`src/rtl/coef_bank_loader.sv`:
```
// Double-buffered coefficient store for the folded FIR filter.
// A host streams NTAPS taps into the shadow bank, which becomes active on a frame boundary.
module coef_bank_loader #(
    parameter int NTAPS = 24,
    parameter int CW    = 10,
    parameter int AW    = 6
) (
    input  logic                 clk,
    input  logic                 rst_n,
    input  logic                 load_start,
    input  logic                 in_valid,
    input  logic signed [CW-1:0] in_data,
    output logic                 in_ready,
    input  logic                 frame_start,
    input  logic        [AW-1:0] cnt,
    output logic signed [CW-1:0] coefficient,
    output logic                 busy,
    output logic                 load_done
);

    localparam int IW = $clog2(NTAPS);
    localparam logic [IW-1:0] LastIdx = IW'(NTAPS - 1);

    typedef enum logic [1:0] {
        StIdle,
        StLoad,
        StWaitSwap
    } state_e;

    state_e                state;
    logic [IW-1:0]         wr_idx;
    logic                  active_sel;
    logic signed [CW-1:0]  bank [2][NTAPS];

    always_ff @(posedge clk or negedge rst_n) begin
        if (!rst_n) begin
            state       <= StIdle;
            wr_idx      <= '0;
            active_sel  <= 1'b0;
            in_ready    <= 1'b0;
            busy        <= 1'b0;
            load_done   <= 1'b0;
            coefficient <= '0;
            for (int b = 0; b < 2; b++) begin
                for (int i = 0; i < NTAPS; i++) begin
                    bank[b][i] <= '0;
                end
            end
        end else begin
            load_done <= 1'b0;

            // Uses the pre-edge active_sel, so the read at the swap edge still sees the old bank.
            if (cnt < AW'(NTAPS)) begin
                coefficient <= bank[active_sel][cnt[IW-1:0]];
            end

            unique case (state)
                StIdle: begin
                    if (load_start) begin
                        state    <= StLoad;
                        wr_idx   <= '0;
                        in_ready <= 1'b1;
                        busy     <= 1'b1;
                    end
                end
                StLoad: begin
                    if (load_start) begin
                        wr_idx <= '0;
                    end else if (in_valid && in_ready) begin
                        bank[~active_sel][wr_idx] <= in_data;
                        if (wr_idx == LastIdx) begin
                            state    <= StWaitSwap;
                            wr_idx   <= '0;
                            in_ready <= 1'b0;
                        end else begin
                            wr_idx <= wr_idx + 1'b1;
                        end
                    end
                end
                StWaitSwap: begin
                    if (load_start) begin
                        state    <= StLoad;
                        wr_idx   <= '0;
                        in_ready <= 1'b1;
                    end else if (frame_start) begin
                        state      <= StIdle;
                        active_sel <= ~active_sel;
                        load_done  <= 1'b1;
                        busy       <= 1'b0;
                    end
                end
                default: begin
                    state    <= StIdle;
                    in_ready <= 1'b0;
                    busy     <= 1'b0;
                end
            endcase
        end
    end

endmodule

```
`config.mk`:
```
export PLATFORM = sky130hd
export DESIGN_NAME = coef_bank_loader
export DESIGN_NICKNAME = d
export VERILOG_FILES = /design/src/rtl/coef_bank_loader.sv
export SDC_FILE = /design/constraint.sdc
export NUM_CORES = 1
export LEC_CHECK = 0
export BUFFER_PORTS_ARGS = -buffer_cell sky130_fd_sc_hd__buf_2
export CAP_MARGIN = 40
export CORE_MARGIN = 2
export CORE_UTILIZATION = 45
export CTS_CLUSTER_SIZE = 10
export DETAILED_ROUTE_END_ITERATION = 6
export PLACE_DENSITY = 0.72
export SYNTH_ARGS = -nofsm -noshare
export SYNTH_HDL_FRONTEND = slang
export SYNTH_SLANG_ARGS = --single-unit
export TNS_END_PERCENT = 1
```
`constraint.sdc`:
```
create_clock -name clk -period 3.05 [get_ports clk]
set_input_delay 0.4575 -clock clk [delete_from_list [all_inputs] [get_ports clk]]
set_output_delay 0.4575 -clock clk [all_outputs]
set_load 0.005 [all_outputs]
```
[Word level (Yosys, flattened, before mapping)]
Index checks and enable logic that the tools add are counted.
Operators by class
  $add $sub $neg: 1
  magnitude comparators: 7
  equal/unequal tests: 12
  multiplexer cells: 34
  bitwise gates (word level): 7
  reduce and logical (&&, ||, !) cells: 12
Operators with widths (count)
  240-bit two-way mux: 4
  480-bit bitwise mux: 1
  240-bit demux with 1-bit select: 1
  10-bit binary-select mux with 5-bit select: 1
  10-bit demux with 5-bit select: 1
  10-bit two-way mux: 3
  5-bit two-way mux: 4
  6-bit >= comparator, second input constant: 2
  2-bit two-way mux: 6
  2-bit inequality test, second input constant: 6
  5-bit NOT with 6-bit output: 2
  5-bit case mux with 2 select lines: 1
  1-bit two-way mux: 9
  3-bit AND reduction: 3
  4-bit AND reduction: 2
  6-bit by 1-bit less-than comparator with 1-bit output, second input constant: 1
  6-bit by 5-bit less-than comparator with 1-bit output, second input constant: 1
  3-bit inequality test, second input constant: 2
  2-bit case mux with 3 select lines: 1
  5-bit by 1-bit adder with 5-bit output, second input constant: 1
  5-bit == test, second input constant: 1
  5-bit AND reduction: 1
  2-bit >= comparator, second input constant: 2
  1-bit NOT with 2-bit output: 2
  11 further kinds: 15
Word-level totals
  register bits: 501
  bits of input ports: 21
  word-level logic and storage cells: 128

[Depth between registers and ports, before layout]
  word-level depth: 8
  depth in mapped cells: 9
  gate-level depth less buffers: 6

[Worst setup path before layout]
Ideal clock, no wire load.
  path type: input-to-reg
  start point: input port cnt[0]
  end point: register coefficient[8]
  library setup time: 0.125 ns
  arrival: 2.170 ns
  data required time: 2.925 ns
  path slack: 0.755 ns
  stages: 7
  path buffers: 3
  cells stage by stage: buf_2 buf_2 buf_2 mux4_2 mux4_2 o2111ai_1 nand2_1
Between the ends
  longest elaborated chain between the ends: 4
Ends and longest elaborated chain
  from (decl): RTL line 15  | input logic [AW-1:0] cnt,
  5-bit NOT with 6-bit output (not written as such): RTL line 54  | coefficient <= bank[active_sel][cnt[IW-1:0]];
  10-bit binary-select mux with 5-bit select: RTL line 54
  10-bit two-way mux (not written as such) (2 in series): RTL line 54
  to (signal assigned): RTL line 54
  to (decl): RTL line 16  | output logic signed [CW-1:0] coefficient,
Several ways; a longest one is shown, not always the timed one. The select of a mux whose other input is x is not followed.
A chain may end at the register's enable or synchronous reset.

[Final worst setup path]
  start point: register active_sel
  end point: register bank[330] in the netlist's numbering
Between the ends
  longest elaborated chain between the ends: 7
Ends and longest elaborated chain
  from (decl): RTL line 32  | logic active_sel;
  from (signal assigned): RTL line 87  | active_sel <= ~active_sel;
  1-bit NOT (*): RTL line 70  | bank[~active_sel][wr_idx] <= in_data;
  1-bit NOT with 2-bit output (*): RTL line 70
  2-bit >= comparator (not written as such) or 2-bit by 1-bit less-than comparator with 1-bit output (tied branches): RTL line 70
  1-bit logical AND (not written as such): RTL line 70
  240-bit two-way mux (not written as such): RTL line 70
  240-bit demux with 1-bit select (*): RTL line 70
  480-bit bitwise mux (*): RTL line 70
  to (signal, indexed assignment): RTL line 70
  to (decl): RTL line 33  | logic signed [CW-1:0] bank [2][NTAPS];
Every way passes the cells marked *; elsewhere a longest branch is shown, timed or not.

==> run_results.csv <==
group,metric,value,unit
worst_setup_path,reg2reg_to,"bank[330]",
yosys,synth_top_area_share,54.71,%
final_layout,layout-drive-gt1-share,50.72,%
worst_setup_path,arrival,3160,ps
timing,setup_ws,352.8,ps
die,die_w,229.7,um
yosys,synthCells,1476,
global_route,grt_antenna_before_repair,2,
yosys,synth-edff-count,0,
yosys,synth_top_family_by_area,"multiplexers",
timing,tightest_slew,937.6,ps
power_and_ir_drop,p_per_area,515.5,nW/um^2
power_and_ir_drop,irDropWorstVdd,0.0003871,V
yosys,synthMuxAreaShare,37.12,%
placement,pre_cts_ws,313.1,ps
final_layout,mostFrequentLayoutCell,"dfrtp_1",
timing,setup-violations-final,0,
clock_tree,root_buffer,"clkbuf_16",
global_route,grt.overflow.total,0,
yosys,synth_cell_types,46,
global_route,grt_pass1_vias,13810,
route,drt_iter0_markers,888,
route,drc,0,
placement,placed_cell_area,24190,um^2
die,coreArea,50170,um^2
timing,fin_setup_tns,0,ps
final_layout,stdcell_area,25680,um^2
yosys,synth_fa_ha_area_share,0.2184,%
final_layout,final_cell_mix,"dfrtp_1, mux2_2, mux4_2",
timing,hold_violations,0,
die,die_h,229.7,um
yosys,synth_top_area_cell,"dfrtp_1",
worst_setup_path,crit_path_end_kind,"flip-flop",
worst_setup_path,path_class,"flip-flop to flip-flop",
timing,period_needed,2697,ps
yosys,syn_area_per_cell,15.53,um^2
clock_tree,cts_tree,"built",
min_path,min_to,"state[1]",
timing,maxSlewViolCount,0,
timing,min_period_over_period,88.43,%
power_and_ir_drop,power.leakage,12.30,nW
final_layout,final_nets,1543,
status,status,"finished clean",
yosys,synth-xor-area-share,0.03822,%
placement,gp_congestion,0.8451,
global_route,grt_use_total,21.12,%
worst_setup_path,cp-start-kind,"flip-flop",
yosys,syn_nets,1501,
timing,rsz0062_at_grt,"no",
yosys,async_flop_share,100.0,%
run,cap_violations,0,
route,drtAntennaViolNets,0,
clock_tree,cts_num_sinks,501,
clock_tree,cts_made_buffers,56,
clock_tree,cts_max_path_buffers,3,
clock_tree,clk_pin_slew,60,ps
min_path,holdPathStages,2,
clock_tree,cts_resized,0,
worst_setup_path,critPathMaxFanout,16,
worst_setup_path,crit_path_start,"active_sel",
min_path,hp-start,"load_start",
placement,io_buffers,33,
route,route.vias.total,13140,
route,drt-vias-per-instance,5.974,
yosys,ys.flop_type,"dfrtp_1",
die,die_area,52750,um^2
global_route,grt_max_degree,77,
yosys,synth_compound_area_share,1.802,%
clock_tree,h-tree-depth,2,
worst_setup_path,rrSetupSlack,350,ps
die,io_pins,34,
timing,fmax,370.8,MHz
worst_setup_path,reg2reg_from,"active_sel",
placement,post-dp-hpwl,35420,um
route,wirelength,53960,um
yosys,yosysWarnings,0,
die,rows,82,
worst_setup_path,cp.required,3520,ps
timing,fin_skew,14.10,ps
die,initial_core_util,45.68,%
timing,maxSlewHeadroom,37.50,%
yosys,ys_seq_area_share,54.71,%
clock_tree,worstSkewPairLatency,600,ps
worst_setup_path,reg2regPathDepth,5,
yosys,synthTopCellsByArea,"dfrtp_1, mux2_2, mux4_2",
min_path,hold_class,"primary input to flip-flop",
yosys,synth_area,22920,um^2
global_route,grt_pass1_wl,85340,um
yosys,synthSimpleGateAreaFrac,4.024,%
yosys,ys_ff_latch,501,
route,dr.pass1.iters,5,
timing,holdWs,126.1,ps
final_layout,syn_to_final_growth,12.05,%
route,wl_per_cell,24.53,um
logic make-up (layout without fill, tap and decap cells):
family                     count (synthesis)  in the layout
xor gates and xnor gates                   1              1
AOI/OAI and AO/OA                         61             61
muxes                                    633            633
adders and majority gates                  4              4
DFF                                      501            501
and+or+nand+nor                          161            161
buffers and inverters                    115            165
other                                      0              2
through the flow:
step | utilization, % | power [W] | cells
5_1_grt | 51.17 | 0.01370 | 2198
3_5_place_dp | 48.22 | 0.007547 | 2131
6_report | 51.18 | 0.01324 | 2200
4_1_cts | 51.17 | 0.01336 | 2198
2_1_floorplan | - | 0.007177 | 1476
3_3_place_gp | 47.85 | 0.007502 | 2122
where the power goes:
part / switching, W / total [W] / internal [W]
clock: 0.00249 / 0.00581 / 0.00331
sequential: 0.0000533 / 0.00677 / 0.00672
combinational: 0.000439 / 0.000652 / 0.000214
flip-flops by register name, summed over array words and instances (netlist names):
register / flops
active_sel: 1
wr_idx: 5
bank: 480
load_done: 1
busy: 1
coefficient: 10
state: 2
in_ready: 1
how the worst max path moves through the flow:
stage               cells after the start  slack, ps              to
floorplan                               7        750  coefficient[8]
global placement                        6        420        bank[54]
detailed placement                      6        310       bank[417]
CTS                                     5        340       bank[291]
global route                            5        280       bank[330]
finish                                  5        350       bank[330]
critical path, cell delays in order, from the launching register on:
cell	delay (ps)
dfrtp_4	670
inv_1	160
nor4_4	470
nand2_2	410
nor2_4	450
mux2_2	390
repair_timing:
item | in CTS | in global routing
hold buffers | 1 | 0
endpoints found under the hold margin | 67 | 0
buffers inserted | 0 | 0
setup endpoints to repair | 0 | 0
per-layer routing:
layer | GRT usage [%] | vias to the layer above | part of all wire [%]
met5 | 0 | - | 0
met4 | 5.804 | 0 | 2.5
met3 | 3.782 | 96 | 6.2
met2 | 33.41 | 408 | 47
met1 | 30.19 | 7099 | 44
li1 | - | 5540 | -
cell type report:
| class | count | area (um^2) |
|---|---|---|
| inverters | 5 | 18.77 |
| clock buffers | 66 | 1470 |
| flip-flops and latches | 501 | 12540 |
| diodes | 2 | 5.005 |
| multi-input cells | 860 | 9899 |
| fillers | 4105 | 24490 |
| well taps | 672 | 840.8 |
| repair buffers | 94 | 902.1 |
Yosys cell counts, types with 5 or more instances:
master    number
a21oi_1        8
a311o_1        5
buf_1          9
buf_2         26
clkbuf_1      71
dfrtp_1      501
mux2_1        18
mux2_2       466
mux2i_1       24
mux4_2       125
nand2_1       66
nand3_1       11
nor2_1        17
nor2_4        18
nor3_1         5
o21ai_0       16
o22ai_1       11
o31ai_1        5
No activity file was read; power rests on OpenSTA's default activity.
